`src/rtl/rt_ibex_pcs_pkg.sv`:
```
// Shared definitions for the parallel context-save LIFO and its restore sequencer.
// The register order here must match the order the LIFO uses when it saves.
package rt_ibex_pcs_pkg;

  localparam int unsigned PCS_NR_SAVED_REGS = 9;

  typedef enum logic [1:0] {
    IDLE  = 2'd0,
    WRITE = 2'd1,
    DONE  = 2'd2
  } pcs_restore_state_t;

  // Element i is the architectural register that context slot i restores: x1,x5,x6,x7,x10..x14.
  localparam logic [PCS_NR_SAVED_REGS-1:0][4:0] PCS_REG_ADDR = {
    5'd14, 5'd13, 5'd12, 5'd11, 5'd10, 5'd7, 5'd6, 5'd5, 5'd1
  };

endpackage

```
`src/rtl/rt_ibex_pcs_restore_seq.sv`:
```
// Writes a popped context back into the register file, one register per cycle,
// yielding the shared write port to in-flight core writebacks.
//
// state | meaning
// IDLE  | waiting for a restore pulse
// WRITE | writing buf[idx] to PCS_REG_ADDR[idx]; stalls while the core owns the port
// DONE  | one-cycle completion pulse, still busy
module rt_ibex_pcs_restore_seq
  import rt_ibex_pcs_pkg::*;
#(
  parameter int unsigned NrSavedRegs  = PCS_NR_SAVED_REGS,
  parameter int unsigned DataWidth    = 32,
  parameter int unsigned RegAddrWidth = 5
) (
  input  logic                                   clk_i,
  input  logic                                   rst_i,
  input  logic                                   restore_en_i,
  input  logic [NrSavedRegs-1:0][DataWidth-1:0]  restore_data_i,
  input  logic                                   core_we_i,
  output logic                                   rf_we_o,
  output logic [RegAddrWidth-1:0]                rf_waddr_o,
  output logic [DataWidth-1:0]                   rf_wdata_o,
  output logic                                   busy_o,
  output logic                                   done_o,
  output logic                                   err_o
);

  localparam int unsigned IdxW = (NrSavedRegs > 1) ? $clog2(NrSavedRegs) : 1;

  pcs_restore_state_t                    r_state;
  pcs_restore_state_t                    w_state_next;
  logic [IdxW-1:0]                       r_idx;
  logic                                  r_err;
  logic [NrSavedRegs-1:0][DataWidth-1:0] r_buf;

  logic w_accept;
  logic w_write;
  logic w_last;

  assign w_accept = (r_state == IDLE) && restore_en_i;
  assign w_write  = (r_state == WRITE) && !core_we_i;
  assign w_last   = (r_idx == IdxW'(NrSavedRegs - 1));

  always_ff @(posedge clk_i) begin
    if (rst_i) begin
      r_state <= IDLE;
      r_idx   <= '0;
      r_err   <= 1'b0;
    end else begin
      r_state <= w_state_next;
      if (w_accept) begin
        r_idx <= '0;
      end else if (w_write && !w_last) begin
        r_idx <= r_idx + 1'b1;
      end
      // A pop arriving while a restore is still in flight is lost; flag it until reset.
      if (restore_en_i && (r_state != IDLE)) begin
        r_err <= 1'b1;
      end
    end
  end

  always_ff @(posedge clk_i) begin
    if (!rst_i && w_accept) begin
      r_buf <= restore_data_i;
    end
  end

  always_comb begin
    w_state_next = r_state;
    case (r_state)
      IDLE:    if (restore_en_i) w_state_next = WRITE;
      WRITE:   if (w_write && w_last) w_state_next = DONE;
      DONE:    w_state_next = IDLE;
      default: w_state_next = IDLE;
    endcase
  end

  always_comb begin
    rf_we_o    = 1'b0;
    rf_waddr_o = '0;
    rf_wdata_o = '0;
    busy_o     = 1'b0;
    done_o     = 1'b0;
    case (r_state)
      WRITE: begin
        busy_o = 1'b1;
        if (!core_we_i) begin
          rf_we_o    = 1'b1;
          rf_waddr_o = RegAddrWidth'(PCS_REG_ADDR[r_idx]);
          rf_wdata_o = r_buf[r_idx];
        end
      end
      DONE: begin
        busy_o = 1'b1;
        done_o = 1'b1;
      end
      default: ;
    endcase
  end

  assign err_o = r_err;

endmodule

```
`config.mk`:
```
export PLATFORM = sky130hd
export DESIGN_NAME = rt_ibex_pcs_restore_seq
export DESIGN_NICKNAME = d
export VERILOG_FILES = /design/src/rtl/rt_ibex_pcs_pkg.sv /design/src/rtl/rt_ibex_pcs_restore_seq.sv
export SDC_FILE = /design/constraint.sdc
export NUM_CORES = 1
export LEC_CHECK = 0
export ABC_AREA = 1
export ABC_CLOCK_PERIOD_IN_PS = 74700
export CAP_MARGIN = 20
export CORE_MARGIN = 2
export CORE_UTILIZATION = 53
export CTS_CLUSTER_SIZE = 10
export DETAILED_ROUTE_END_ITERATION = 8
export GPL_TIMING_DRIVEN = 0
export PLACE_DENSITY_LB_ADDON = 0.12
export SLEW_MARGIN = 0
export SYNTH_ARGS = -nofsm -noshare
export SYNTH_HDL_FRONTEND = slang
export SYNTH_SLANG_ARGS = --single-unit
```
`constraint.sdc`:
```
create_clock -name clk_i -period 74.7 [get_ports clk_i]
set_clock_uncertainty 0.1 [all_clocks]
set_input_delay 11.205 -clock clk_i [delete_from_list [all_inputs] [get_ports clk_i]]
set_output_delay 11.205 -clock clk_i [all_outputs]
set_load 0.01 [all_outputs]
```
### After elaboration in Yosys (flattened, before gate mapping)

Memory sizes are Yosys's and may differ from the RTL's. A register that Yosys moved wholly into a read port is not among the register bits.
Cells that the tools add are included.

* $add $sub $neg: 1
* $lt $le $gt $ge: 1
* equality and inequality tests: 5
* multiplexer cells: 16
* reduce and logical (&&, ||, !) cells: 14

Operators by type and width (count)
* 32-bit binary-select mux with 4-bit select: 1
* 32-bit two-way mux: 3
* 5-bit two-way mux: 3
* 4-bit two-way mux: 2
* 1-bit logical AND: 6
* 4-bit by 5-bit less-than comparator with 1-bit output, second input constant: 1
* 4-bit by 1-bit adder with 4-bit output, second input constant: 1
* 4-bit equality test, second input constant: 1
* 1-bit two-way mux: 4
* 2-bit two-way mux: 2
* 2-bit one-hot mux with 2 select lines: 1
* 2-bit OR reduction: 2
* 1-bit zero test: 3
* 2-bit by 1-bit equality test with 1-bit output, second input constant: 1
* 2-bit equality test, second input constant: 1
* 2-bit zero test: 1
* 2-bit by 1-bit inequality test with 1-bit output, second input constant: 1
* 2-bit inequality test, second input constant: 1
* 2-bit AND reduction: 1
* 2-bit nonzero test: 1

* bits in registers: 295
* ROM bits: 80
* input port bits: 292
* output and inout port bits: 41
* logic and storage cells: 50
* memories kept: 1

Memory list
* (no name shown): words 16, bits a word 5, rd ports 1, clocked after Yosys merged registers in 1, write ports 0, RTL line rt_ibex_pcs_restore_seq.sv:90 `rf_waddr_o = RegAddrWidth'(PCS_REG_ADDR[r_idx]);`

### Longest topological paths before layout

* depth in word-level cells: 5
* gate-level depth with buffers: 13
* depth with buffers taken out: 11

### Worst setup path after synthesis

No wires, ideal clock.

* path type: input to register
* start: in rst_i
* end: reg r_buf[0] (netlist bit), enable pin
* arrival: 30.962 ns
* data required time: 73.306 ns
* path slack: 42.343 ns
* stages on the path: 1
* path buffers: 0
* path through: nor3_1

* longest elaborated chain between the ends: 2

RTL lines
* start, declared: RTL line rt_ibex_pcs_restore_seq.sv:16 `input logic rst_i,`
* 1-bit zero test: RTL line rt_ibex_pcs_restore_seq.sv:64 `if (!rst_i && w_accept) begin`
* 1-bit logical AND: RTL line rt_ibex_pcs_restore_seq.sv:64
* end signal, assigned: RTL line rt_ibex_pcs_restore_seq.sv:65 `r_buf <= restore_data_i;`
* end, declared: RTL line rt_ibex_pcs_restore_seq.sv:34 `logic [NrSavedRegs-1:0][DataWidth-1:0] r_buf;`

No other way between the ends.
A chain may end at the register's enable or synchronous reset.

### Final worst setup path

* start: in core_we_i
* end: out rf_wdata_o[8]

* longest elaborated chain between the ends: 2

RTL lines
* start, declared: RTL line rt_ibex_pcs_restore_seq.sv:19 `input logic core_we_i,`
* 32-bit two-way mux: RTL line rt_ibex_pcs_restore_seq.sv:88 `if (!core_we_i) begin`
* 32-bit two-way mux: RTL line rt_ibex_pcs_restore_seq.sv:85 `case (r_state)`
* end, declared: RTL line rt_ibex_pcs_restore_seq.sv:22 `output logic [DataWidth-1:0] rf_wdata_o,`

No other way between the ends.

==> results by stage <==
Worst setup path:
- Data on the critical path arrives at its endpoint at 13310 ps.
- The largest fanout on the critical path is 10.
- The signal on the critical path passes through clkdlybuf4s50_1 -> inv_1 -> nand2_1 -> buf_2 -> clkbuf_1 -> a21oi_1 -> clkdlybuf4s50_1.
- The kind of cell with the highest combined delay on the critical path is buffers and inverters.
- The path type of the worst setup path is in -> out.
- The most frequent cell on the critical path is clkdlybuf4s50_1.
- The longest individual stage delay on the worst path is 570 ps.
- The critical path startpoint category is a primary input.
- The worst setup path is captured at an output port.
- Data on the critical path is required at its endpoint by 63390 ps.
- The number of buffers and inverters on the critical path is 5.
- On the critical path, the stage with the largest delay is an instance of clkbuf_1.

Timing:
- The post-layout worst setup margin is 50080 ps.
- Setup violations remaining at the end of the flow were counted as 0.
- Setup repair after global routing left no endpoint under its margin.
- The final hold violation count is 0.
- Of the available clock period, the critical path in the final layout requires 0.330.
- Headroom to the max-slew limit came out at 0.447.
- The transition time of the tightest slew-check pin is 829 ps.
- The smallest clock period supported by the final layout is computed as 24620 ps.
- The hold slack is 427 ps.
- The count of final max-slew check failures is 0.
- The achievable clock frequency is 40.6 MHz.
- The setup total negative slack is 0 ps.

Finish:
- The library cells used most frequently in the layout, excluding fill and tap cells, are nand2_1 (375), clkdlybuf4s50_1 (331), edfxtp_1 (288).
- The commonest non-fill, non-tap cell in the layout is nand2_1.
- In the final layout, the share of cells above drive strength 1 is 0.0723.
- The final core area utilization is 0.755.
- The signed area change from the synthesized netlist to the final layout is 39.4%.
- Once layout is done, the placed cells without fillers occupy 17800 um2.
- After the last flow step, the layout net total stands at 1905.
- The post-route non-filler standard cell count is 1943.

Clock network:
- The cell at the root of the clock tree is clkbuf_16.
- The clock tree from TritonCTS is done.
- TritonCTS created 36 clock buffers.
- The post-cts resize count is 0.
- The clock tree synthesis step divided the H-tree into 2 levels.
- In this run the post-CTS setup repair buffer count came out at 0.
- The number of clock sinks is 299.
- Hold repair after CTS inserted 0 buffers.
- The maximum buffer depth of the clock tree is 3.
- Clock-pin slew was measured on the worst setup and hold paths at 60 ps.
- The later-pin clock latency in the skew report is 510 ps.

Global route:
- The initial antenna violation count is 7.
- In the global route stage, overall resource usage came out at 0.284.
- The number of global-route vias before repair is 9992.
- The pin count of the biggest net entering global routing is 15.
- The global-route wire length before repair is 54700 um.
- Summed over all layers, the global routing overflow is 0.

Route:
- The DRC violation total after the first TritonRoute iteration is 761.
- After detailed routing, the number of vias per cell comes to 5.05.
- The wire length per cell after detailed routing is 18.6 um.
- In the routed design, unresolved DRC markers number 0.
- The routed wire length is 36100 um.
- The number of optimization iterations in the first detailed-route pass is 5.
- For this block, the via count after detailed routing is 9804.
- The count of nets left with antenna violations once routing finished came out at 0.

Floorplanning:
- The floorplan die height is 159 um.
- The core region area is 23500 um2.
- The die width is 159 um.
- Row generation in the floorplan step produced 56 rows.
- The die covers 25300 um2.
- During I/O placement, the number of pins put on the boundary was 333.
- The initial utilization of the core area, before any placement, comes to 0.542.

Placement:
- The total placed cells including tap cells is 1887.
- The routability congestion estimate is 0.843.
- The count of port buffers added during placement is 331.
- In this run the cell area measured after placement is 16800 um2.
- OpenSTA, run right after detailed placement, puts the worst setup slack at 50090 ps.
- The HPWL after detailed placement is 26500 um.

Power and ir drop:
- In this run the static leakage power is 7.41 nW.
- The worst-case IR drop observed on VDD is 18.8 uV.
- Internal power comes to 0.344 mW.
- Of the total power, registers draw 0.456.
- The portion of total power attributed to combinational logic is 0.222.
- In this run the power spent charging and discharging nets is 0.130 mW.
- The part of the total power dissipated in the clock network is 0.322.
- The proportion of total power due to net switching is 0.274.
- Total power for the finished layout comes to 0.474 mW.
- In this run the power density over the cells is 26.7 nW/um2.

Run status:
- The run finished with clean final reports.

Logic synthesis:
- The synthesized netlist net count is 1509.
- The Yosys step of the flow raised 0 warnings.
- The mapped netlist covers 12800 um2.
- The average instance in the mapped netlist occupies 10.5 um2.
- The share of the Yosys chip area taken by registers is 0.695.
- The cell count after synthesis came out at 1210.
- The number of register bits inferred by synthesis is 299.
- The netlist uses 19 different library cells.

Flow run:
- The reported max-cap violation count is 0.

Hold path:
- The type of the tightest min-delay check is reg -> reg.
tightest hold or removal path: cells and delay by family (launching register included):
family	cells	cell delay, ps
AND/OR/NAND/NOR	1	100
flip-flops	1	330
AO/OA/AOI/OAI	1	50
kinds of logic (layout without fill, tap and decap cells):
group	after synthesis	in the layout	synth area share
fa+ha+maj	7	7	0.00686
buf+inv	276	684	0.0883
compound gates	38	38	0.0149
other cells	1	7	0.000294
flops	299	299	0.695
simple gates	589	589	0.195
state kept, by name, summed over array words and instances (netlist names), named ones only:
signal and count:
r_idx 4, r_buf 288, r_state 2, err_o 1
routing by layer:
layer	share of wire	global-route usage	vias up
met2	0.49	0.482	412
met1	0.39	0.351	4598
met3	0.090	0.0748	76
met4	0.034	0.108	0
li1	-	-	4718
met5	0	0	-
cells in the mapped netlist:
cell type	n	area share
nand2_1	375	0.11
edfxtp_1	288	0.68
inv_1	212	0.062
nand3_1	200	0.078
buf_2	36	0.014
a21oi_1	35	0.014
dfxtp_1	11	0.017
nor2_1	11	0.0032
buf_1	8	0.0024
clkbuf_1	8	0.0024
ha_1	7	0.0069
buf_4	6	0.0035
buf_6	3	0.0026
inv_2	3	0.00088
o21ai_0	3	0.0012
conb_1	1	0.00029
nand4_1	1	0.00049
nor3_1	1	0.00039
nor4_4	1	0.0017
cell type report:
class | count | area, um2
well taps | 319 | 399
diodes | 6 | 15.0
inverters | 215 | 807
plain buffers | 61 | 319
repair buffers | 358 | 3610
flip-flops and latches | 299 | 8870
fillers | 1625 | 5760
clock inverters | 3 | 26.3
multi-input cells | 635 | 2770
clock buffers | 47 | 963
path summary, 6_finish.rpt:
kind                                 start            end  slack (ps)  cells after the start
worst min-delay path                 err_o          err_o         430                      2
worst max-delay path             core_we_i  rf_wdata_o[8]       50080                      7
worst min register to register       err_o          err_o         430                      2
worst max register to register  r_state[1]     r_buf[104]       71470                     12
power groups by stage:
stage	registers, mW	clock network (mW)	logic, mW
after floorplan	0.238	0	0.0531
after global placement	0.246	0	0.0943
after detailed placement	0.220	0	0.105
after CTS	0.216	0.155	0.106
after global routing	0.218	0.162	0.116
final	0.216	0.153	0.105
Note: power is estimated with default switching activity, not from simulation.
